File: src/rtl/dffnq_pipe_pkg.sv
// Shared definitions for the negative-edge scan pipeline: parameter limits,
// the per-edge mode priority and the valid-count helpers.
package dffnq_pipe_pkg;

  localparam int WIDTH_MIN = 1;
  localparam int WIDTH_MAX = 64;
  localparam int DEPTH_MIN = 1;
  localparam int DEPTH_MAX = 16;

  typedef enum logic [1:0] {
    MODE_HOLD  = 2'd0,
    MODE_FLOW  = 2'd1,
    MODE_SCAN  = 2'd2,
    MODE_RESET = 2'd3
  } mode_e;

  function automatic int cntWidth(input int depth);
    return $clog2(depth + 1);
  endfunction

  function automatic bit paramsLegal(input int width, input int depth);
    return (width >= WIDTH_MIN) && (width <= WIDTH_MAX) &&
           (depth >= DEPTH_MIN) && (depth <= DEPTH_MAX);
  endfunction

  // Reset beats scan, scan beats advance, otherwise everything holds.
  function automatic mode_e decodeMode(input logic r, input logic se, input logic e);
    if (r)  return MODE_RESET;
    if (se) return MODE_SCAN;
    if (e)  return MODE_FLOW;
    return MODE_HOLD;
  endfunction

  function automatic logic [4:0] countOnes(input logic [DEPTH_MAX-1:0] v);
    logic [4:0] n;
    n = '0;
    for (int i = 0; i < DEPTH_MAX; i++) n = n + 5'(v[i]);
    return n;
  endfunction

endpackage

File: src/rtl/dffnq_pipe_stage.sv
// One pipeline stage: WIDTH-bit falling-edge register with a valid bit,
// synchronous reset, advance enable and a serial scan path through the data bits.
module dffnq_pipe_stage
  import dffnq_pipe_pkg::*;
#(
  parameter int WIDTH = 4
) (
  input  logic             i_clkn,
  input  mode_e            i_mode,
  input  logic [WIDTH-1:0] i_d,
  input  logic             i_vin,
  input  logic             i_scanIn,
  output logic [WIDTH-1:0] o_q,
  output logic             o_qv
);

  logic [WIDTH-1:0] r_data;
  logic             r_valid;
  logic [WIDTH-1:0] w_shift;

  if (WIDTH == 1) begin : g_shiftNarrow
    assign w_shift = i_scanIn;
  end else begin : g_shiftWide
    assign w_shift = {r_data[WIDTH-2:0], i_scanIn};
  end

  // Valid bit is deliberately left alone in scan mode; it is not part of the chain.
  always_ff @(negedge i_clkn) begin
    case (i_mode)
      MODE_RESET: begin
        r_data  <= '0;
        r_valid <= 1'b0;
      end
      MODE_SCAN: r_data <= w_shift;
      MODE_FLOW: begin
        r_data  <= i_d;
        r_valid <= i_vin;
      end
      default: ;
    endcase
  end

  assign o_q  = r_data;
  assign o_qv = r_valid;

endmodule

File: src/rtl/dffnq_pipe.sv
// DEPTH-stage falling-edge data pipeline with valid tracking, a registered
// valid-stage count, and a scan chain threaded through every data bit.
module dffnq_pipe
  import dffnq_pipe_pkg::*;
#(
  parameter int WIDTH = 4,
  parameter int DEPTH = 2
) (
  input  logic                         CLKN,
  input  logic                         R,
  input  logic [WIDTH-1:0]             D,
  input  logic                         VIN,
  input  logic                         E,
  input  logic                         SE,
  input  logic                         SI,
  output logic [WIDTH-1:0]             Q,
  output logic                         QV,
  output logic                         SO,
  output logic [cntWidth(DEPTH)-1:0]   CNT
);

  localparam int CW = cntWidth(DEPTH);

  if (!paramsLegal(WIDTH, DEPTH)) begin : g_badParams
    $error("dffnq_pipe: WIDTH must be 1..64 and DEPTH must be 1..16");
  end

  mode_e                w_mode;
  logic [WIDTH-1:0]     w_data [DEPTH];
  logic [WIDTH-1:0]     w_dIn  [DEPTH];
  logic [DEPTH-1:0]     w_sIn;
  logic [DEPTH-1:0]     w_valid;
  logic [DEPTH-1:0]     w_vIn;
  logic [DEPTH-1:0]     w_validNext;
  logic [DEPTH_MAX-1:0] w_validExt;
  logic [CW-1:0]        r_cnt;

  assign w_mode = decodeMode(R, SE, E);

  for (genvar k = 0; k < DEPTH; k++) begin : g_stage
    if (k == 0) begin : g_head
      assign w_dIn[k] = D;
      assign w_vIn[k] = VIN;
      assign w_sIn[k] = SI;
    end else begin : g_body
      assign w_dIn[k] = w_data[k-1];
      assign w_vIn[k] = w_valid[k-1];
      assign w_sIn[k] = w_data[k-1][WIDTH-1];
    end

    dffnq_pipe_stage #(.WIDTH(WIDTH)) u_stage (
      .i_clkn   (CLKN),
      .i_mode   (w_mode),
      .i_d      (w_dIn[k]),
      .i_vin    (w_vIn[k]),
      .i_scanIn (w_sIn[k]),
      .o_q      (w_data[k]),
      .o_qv     (w_valid[k])
    );
  end

  // Mirror what the stages will hold after this edge so the count lands in step with them.
  always_comb begin
    w_validNext = w_valid;
    w_validExt  = '0;
    case (w_mode)
      MODE_RESET: w_validNext = '0;
      MODE_FLOW:  w_validNext = w_vIn;
      default: ;
    endcase
    w_validExt[DEPTH-1:0] = w_validNext;
  end

  always_ff @(negedge CLKN) begin
    if (R) r_cnt <= '0;
    else   r_cnt <= CW'(countOnes(w_validExt));
  end

  assign Q   = w_data[DEPTH-1];
  assign QV  = w_valid[DEPTH-1];
  assign SO  = w_data[DEPTH-1][WIDTH-1];
  assign CNT = r_cnt;

endmodule
File: config.mk
export PLATFORM = sky130hd
export DESIGN_NAME = dffnq_pipe
export DESIGN_NICKNAME = d
export VERILOG_FILES = /design/src/rtl/dffnq_pipe_pkg.sv /design/src/rtl/dffnq_pipe_stage.sv /design/src/rtl/dffnq_pipe.sv
export SDC_FILE = /design/constraint.sdc
export NUM_CORES = 1
export LEC_CHECK = 0
export ABC_AREA = 1
export BUFFER_PORTS_ARGS = -buffer_cell sky130_fd_sc_hd__buf_2
export CAP_MARGIN = 20
export CORE_AREA = 2 2 39 41
export CTS_CLUSTER_SIZE = 8
export DETAILED_ROUTE_END_ITERATION = 8
export DIE_AREA = 0 0 41 43
export PLACE_DENSITY = 0.81
export SETUP_SLACK_MARGIN = 0.05
export SLEW_MARGIN = 15
export SYNTH_ARGS = -nofsm -noshare
export SYNTH_HDL_FRONTEND = slang
export SYNTH_SLANG_ARGS = --single-unit
File: constraint.sdc
create_clock -name CLKN -period 2.7 [get_ports CLKN]
set_clock_uncertainty 0.15 [all_clocks]
set_input_delay 0.405 -clock CLKN [delete_from_list [all_inputs] [get_ports CLKN]]
set_output_delay 0.405 -clock CLKN [all_outputs]
set_load 0.01 [all_outputs]
==> results by group, run 1 <==
Outcome
  – Status: finished with violations
  – Failing checks: setup timing

Pwr
  – LEAKAGE: roughly 0.5 nW
  – Maximum VDD drop: approximately 0.00028 V
  – PD cells: approximately 510 nW/µm²

Worst setup path
  – WS Path Type: reg -> out
  – Worst Path Required: around 2.1 ns
  – Critical path's largest stage delay: 0.37 ns
  – CP Cell Sequence: buf_2
  – Slowest cell on crit path: edfxtp_1
  – CP Max Fanout: 2
  – CP Capture Type: output pin
  – Bufs and invs on worst path: 1
  – CP Launch Type: flip-flop
  – Critical path's top delay family: flip-flops
  – CP Data Arrival Time: around 2.2 ns

Floorplan
  – Ports: 18
  – Core ar.: about 1400 µm²
  – Core Rows: 14
  – Initial Utilization: 0.437
  – Die width: roughly 41 µm
  – Die Ht: ~43 µm
  – Die area: approximately 1800 µm²

Synthesis
  – Synth Flop Type: edfxtp_1
  – Synth top cells by count: 25 x nand2_1, 10 x edfxtp_1, 10 x inv_1, 8 x a21oi_1, 4 x ha_1
  – Synth top area share: 0.497
  – Simple-gate share of the synthesized area: 0.190
  – Xor and xnor area share after synthesis: 0
  – Post-synth EDFFs: 10
  – Flops & latches, synth: 12
  – Post-synthesis adder-cell area fraction: 0.0828
  – Synth unique cells: 12
  – Netlist Area Pre-Place: roughly 600 µm²
  – Syn. warnings: 0
  – Sequential share of the synthesized area: 0.563
  – Synth area leaders: edfxtp_1 50%, nand2_1 16%, ha_1 8.3%, a21oi_1 6.6%, dfxtp_1 6.6%
  – Syn_nets: 82
  – Post-synthesis async set-or-reset flop share: 0
  – Main combinational cell family by area after synthesis: simple AND/OR/NAND/NOR gates
  – Most frequent cell after synthesis: nand2_1
  – Synth Area in Compound Gates: 0.0663
  – Multiplexer share of the synthesized area: 0
  – Cell count after synthesis: roughly 70
  – Avg Inst Size Synth: slightly below 9 µm²
  – Area leader, netlist: edfxtp_1

Flow run
  – Max-cap check violation count: 0

Global routing
  – Initial antenna violation count: 0
  – Vias in the first global route: about 600
  – Total Routing Usage GR: 0.189
  – Largest net degree at the start of global routing: 9
  – GR Overflow Total: 0
  – First-pass GRT wire length: 2.18 mm

Timing
  – Measured slew at the worst slew-check pin: between 0.1 and 0.15 ns
  – Fin. max-slew vios: 0
  – Normalized max-slew margin: 0.913
  – Worst setup margin: -0.0744 ns
  – RSZ-0062 raised after global routing: yes
  – Final setup vio count: 6
  – Hold_ws: 0.460 ns
  – Setup TNS: -0.304 ns
  – Final hold vios: 0

Detailed routing
  – Via density: ~4.7
  – Drt first pass iters: 4
  – Routed via count: about 570
  – Initial DRC count: 22
  – DRT antenna net count: 0
  – Final WL: ~1.4 mm
  – Per-cell routed wire length: 11.3 µm
  – # DRC: 0

Placed design
  – Final RePlAce weighted congestion: roughly 0.81
  – Port bufs: 17
  – Setup slack after placement: -0.399 ns
  – Cell Area, Placed: roughly 800 µm²
  – Dpl hpwl: approximately 870 µm

Worst hold path
  – Hold crit path type: reg -> reg

Clock network
  – Total CTS buffers: 3
  – CTS sink cnt: 12
  – Clk buf depth: 2
  – Clk Latency, worst-skew pair: roughly 0.34 ns
  – CTS tree: built
  – CTS H-tree lvls: 1
  – Root Driver: clkbuf_4
  – Post-CTS Hold Buffers: 0
  – Clock transition at path regs: 0.04 ns

Cells and area
  – Layout Nets: 123
  – P&R area growth vs syn: 57.3%
  – Final instance area: roughly 950 µm²
  – Fillers: 107
  – Ratio of cells with drive above 1 in the final layout: 0.421
  – Antenna fix cells: 0
-- stage by stage --
| step | power, mW | instances | util |
|---|---|---|---|
| global route | 0.523 | 123 | 0.687 |
| finish | 0.481 | 123 | 0.687 |
| global placement | 0.310 | 102 | 0.569 |
| floorplan | 0.290 | 68 | - |
| detailed placement | 0.313 | 102 | 0.569 |
| CTS | 0.475 | 120 | 0.655 |
-- metal layers --
metal | part of all wire | wire length [µm] | global-route usage | up-vias
li1 | - | - | - | 291
met1 | 0.38 | 520 | 0.186 | 260
met2 | 0.55 | 762 | 0.291 | 20
met3 | 0.060 | 83 | 0.0995 | 2
met4 | 0.014 | 19 | 0.120 | 0
met5 | 0 | 0 | 0 | -
-- path summary, 6_finish.rpt --
check	startpoint	endpoint	slack (ns)	cells after the start
worst max-delay path	g_stage[1].u_stage.o_q[2]$_DFFE_NP_	Q[2]	-0.07	1
worst max register to register	g_stage[0].u_stage.o_qv$_DFFE_NN_	CNT[0]$_SDFF_NP0_	1.44	7
worst min register to register	g_stage[0].u_stage.o_qv$_DFFE_NN_	g_stage[1].u_stage.o_qv$_DFFE_NN_	0.46	2
worst min-delay path	g_stage[0].u_stage.o_qv$_DFFE_NN_	g_stage[1].u_stage.o_qv$_DFFE_NN_	0.46	2
-- timing repair --
action	4_1_cts	5_1_grt
setup endpoints to repair	16	16
setup buffers	4	3
pin swaps	0	6
resized for setup	8	7
-- registers in the layout, summed over array words and instances, names as in the netlist --
register	count
g_stage.u_stage.o_qv	2
g_stage.u_stage.o_q	8
CNT	2
-- cell type report --
| type | instances | area [µm²] | area share |
|---|---|---|---|
| Sequential cell | 12 | 340 | 0.358 |
| Timing Repair Buffer | 29 | 203 | 0.213 |
| Tap cell | 16 | 20.0 | 0.0211 |
| Clock buffer | 3 | 22.5 | 0.0237 |
| Multi-Input combinational cell | 42 | 269 | 0.283 |
| Inverter | 9 | 51.3 | 0.0539 |
| Clock inverter | 12 | 45.0 | 0.0474 |
-- cells by family (layout without fill, tap and decap cells) --
family / Yosys count / after routing
simple gates: 30 / 30
buf+inv: 14 / 53
flops: 12 / 12
compound gates: 8 / 8
fa+ha+maj: 4 / 4
-- cells in the final DEF, fill, tap and decap left out, types with 3 or more instances in the layout --
| cell | netlist | routed |
|---|---|---|
| inv_1 | 10 | 16 |
| buf_4 | 1 | 12 |
| clkbuf_4 | 0 | 3 |
| a21oi_1 | 8 | 8 |
| buf_2 | 1 | 14 |
| edfxtp_1 | 10 | 10 |
| nand2_1 | 25 | 21 |
-- power by group --
group | leakage, nW | switching, mW | internal, mW
Sequential | 0.131 | 0.00536 | 0.214
Combinational | 0.280 | 0.0400 | 0.0412
Clock | 0.0777 | 0.105 | 0.0749
Total | 0.489 | 0.151 | 0.330
(Power assumes the default switching activity.)
==> inputs of run 2 (changes only) <==
--- a/config.mk
+++ b/config.mk
@@ -8,11 +8,10 @@
 export ABC_AREA = 1
 export BUFFER_PORTS_ARGS = -buffer_cell sky130_fd_sc_hd__buf_2
 export CAP_MARGIN = 20
-export CORE_AREA = 2 2 39 41
+export CORE_UTILIZATION = 43
 export CTS_CLUSTER_SIZE = 8
 export DETAILED_ROUTE_END_ITERATION = 8
-export DIE_AREA = 0 0 41 43
-export PLACE_DENSITY = 0.81
+export PLACE_DENSITY = 0.8
 export SETUP_SLACK_MARGIN = 0.05
 export SLEW_MARGIN = 15
 export SYNTH_ARGS = -nofsm -noshare
==> constraint.sdc (replaced) <==
create_clock -name CLKN -period 2.4 [get_ports CLKN]
set_clock_uncertainty 0.15 [all_clocks]
set_input_delay 0.36 -clock CLKN [delete_from_list [all_inputs] [get_ports CLKN]]
set_output_delay 0.36 -clock CLKN [all_outputs]
set_load 0.01 [all_outputs]
==> results by group, run 2 (same netlist as run 1, synthesis figures left out) <==
Worst setup path
  – Bufs and invs on worst path: 1 (unchanged)
  – Worst Path Required: 1.89 ns (was 2.14 ns)
  – Critical path's top delay family: flip-flops (unchanged)
  – WS Path Type: reg -> out (unchanged)
  – Critical path's largest stage delay: 0.37 ns (about the same)
  – CP startpoint: g_stage[1].u_stage.o_q[2]$_DFFE_NP_ (unchanged)
  – Worst R2R Start: g_stage[0].u_stage.o_qv$_DFFE_NN_ (unchanged)
  – CP Max Fanout: 2 (unchanged)
  – CP Data Arrival Time: 2.07 ns (was 2.22 ns)
  – CP Launch Type: flip-flop (unchanged)
  – CP Capture Type: output pin (unchanged)
  – CP Cell Sequence: buf_2 (unchanged)
  – Slowest cell on crit path: edfxtp_1 (unchanged)

Cells and area
  – Most frequent cells in the layout: 18 x nand2_1, 14 x buf_4, 13 x inv_1, 13 x buf_2, 10 x edfxtp_1 (was 21 x nand2_1, 16 x inv_1, 14 x buf_2)
  – Ratio of cells with drive above 1 in the final layout: 0.598 (was 0.421)
  – Fillers: 71 (was 107)
  – Layout Nets: 127 (was 123)
  – Leading cell type in the layout, fill and taps excluded: nand2_1 (unchanged)
  – P&R area growth vs syn: 78.9% (was 57.3%)
  – Fin cells: 127 (was 123)
  – Flip-flop count of the largest register after layout: 8 (unchanged)
  – Final instance area: 1080 µm² (was 951 µm²)
  – Antenna fix cells: 0 (unchanged)

Placed design
  – Placed cells: 103 (was 102)
  – Final RePlAce weighted congestion: 0.781 (was 0.811)
  – Cell Area, Placed: 801 µm² (was 787 µm²)
  – Dpl hpwl: 868 µm (was 867 µm)
  – Port bufs: 17 (unchanged)

Global routing
  – First-pass GRT wire length: 2.42 mm (was 2.18 mm)
  – Total Routing Usage GR: 0.234 (was 0.189)
  – Largest net degree at the start of global routing: 9 (unchanged)
  – Initial antenna violation count: 0 (unchanged)
  – Vias in the first global route: 575 (was 589)
  – GR Overflow Total: 0 (unchanged)

Worst hold path
  – Min-delay src: g_stage[0].u_stage.o_q[2]$_DFFE_NP_ (was g_stage[0].u_stage.o_qv$_DFFE_NN_)
  – Hold crit path type: reg -> reg (unchanged)

Timing
  – Final hold vios: 0 (unchanged)
  – RSZ-0062 raised after global routing: yes (unchanged)
  – Worst setup margin: -0.179 ns (was -0.0744 ns)
  – Normalized max-slew margin: 0.901 (was 0.913)
  – Fin. max-slew vios: 0 (unchanged)
  – Measured slew at the worst slew-check pin: 0.148 ns (was 0.131 ns)
  – Final setup vio count: 20 (was 6)

Floorplan
  – Initial Utilization: 0.464 (was 0.437)
  – Die width: 39.5 µm (was 41 µm)
  – Die Ht: 39.5 µm (was 43 µm)
  – Die area: 1560 µm² (was 1760 µm²)
  – Core Rows: 13 (was 14)
  – Core ar.: 1300 µm² (was 1380 µm²)
  – Ports: 18 (unchanged)

Detailed routing
  – Initial DRC count: 49 (was 22)
  – # DRC: 0 (unchanged)
  – Final WL: 1.71 mm (was 1.39 mm)
  – Drt first pass iters: 4 (unchanged)
  – Via density: 5.02 (was 4.66)
  – Routed via count: 638 (was 573)
  – Per-cell routed wire length: 13.5 µm (was 11.3 µm)
  – DRT antenna net count: 0 (unchanged)

Flow run
  – Max-cap check violation count: 0 (unchanged)

Clock network
  – Clk buf depth: 2 (unchanged)
  – CTS tree: built (unchanged)
  – CTS H-tree lvls: 1 (unchanged)
  – CTS sink cnt: 12 (unchanged)
  – Total CTS buffers: 3 (unchanged)
  – Root Driver: clkbuf_4 (unchanged)
  – Clk Latency, worst-skew pair: 0.38 ns (was 0.34 ns)
  – Clock transition at path regs: 0.08 ns (was 0.04 ns)
  – Post-CTS Hold Buffers: 0 (unchanged)

Pwr
  – PD cells: 549 nW/µm² (was 506 nW/µm²)
  – LEAKAGE: 0.511 nW (was 0.489 nW)
  – Maximum VDD drop: 0.000513 V (was 0.000284 V)

Outcome
  – Failing checks: setup timing (unchanged)
  – Status: finished with violations (unchanged)
==> run 2: routing by layer <==
layer,track usage,up-vias,wire (µm)
met5,0,-,0
met4,0.0862,0,32
met3,0.0966,4,161
met2,0.369,36,845
met1,0.281,295,670
li1,-,303,-
==> run 2: layout make-up <==
class | instances | area [µm²] | area share
Clock buffer | 3 | 22.5 | 0.0208
Timing Repair Buffer | 33 | 246 | 0.228
Multi-Input combinational cell | 42 | 340 | 0.315
Tap cell | 15 | 18.8 | 0.0174
Clock inverter | 13 | 50.0 | 0.0463
Inverter | 9 | 61.3 | 0.0567
Sequential cell | 12 | 342 | 0.316
==> run 2: through the flow <==
step | util | power [mW] | hold slack, ns | TNS, ns | worst slack, ns
after detailed placement | 0.615 | 0.356 | 0.424 | -9.11 | -0.553
after floorplan | - | 0.327 | 0.373 | -3.20 | -0.349
after CTS | 0.782 | 0.560 | 0.437 | -1.24 | -0.170
after global routing | 0.831 | 0.633 | 0.489 | -1.77 | -0.225
final | 0.831 | 0.594 | 0.456 | -1.27 | -0.179
after global placement | 0.615 | 0.352 | 0.400 | -8.48 | -0.480
==> run 2: worst reg2reg max path, stage by stage, from the launching register on <==
cell	delay [ns]
edfxtp_1	0.43
nand2_2	0.11
inv_2	0.04
nand2_1	0.06
nand2_2	0.06
ha_4	0.26
inv_2	0.03
nor2_2	0.08
==> run 2: path summary, 6_finish.rpt <==
check	end	slack, ns	cells after the start
setup / recovery	Q[2]	-0.18	1
hold / removal	g_stage[0].u_stage.o_q[3]$_DFFE_NP_	0.46	2
setup reg to reg	CNT[0]$_SDFF_NP0_	1.10	7
hold reg to reg	g_stage[0].u_stage.o_q[3]$_DFFE_NP_	0.46	2
==> run 2: what timing repair did <==
| item | 4_1_cts | 5_1_grt |
|---|---|---|
| setup buffers | 6 | 3 |
| cloned | 0 | 0 |
| pin swaps | 9 | 7 |
| endpoints found under the setup margin | 26 | 26 |
| resized for setup | 27 | 15 |
==> run 2: power by group <==
part           switching (mW)  internal, mW  leakage [nW]  total [mW]
registers             0.00707         0.241         0.132       0.248
logic                  0.0607        0.0616         0.302       0.122
clock network           0.137        0.0870        0.0778       0.224
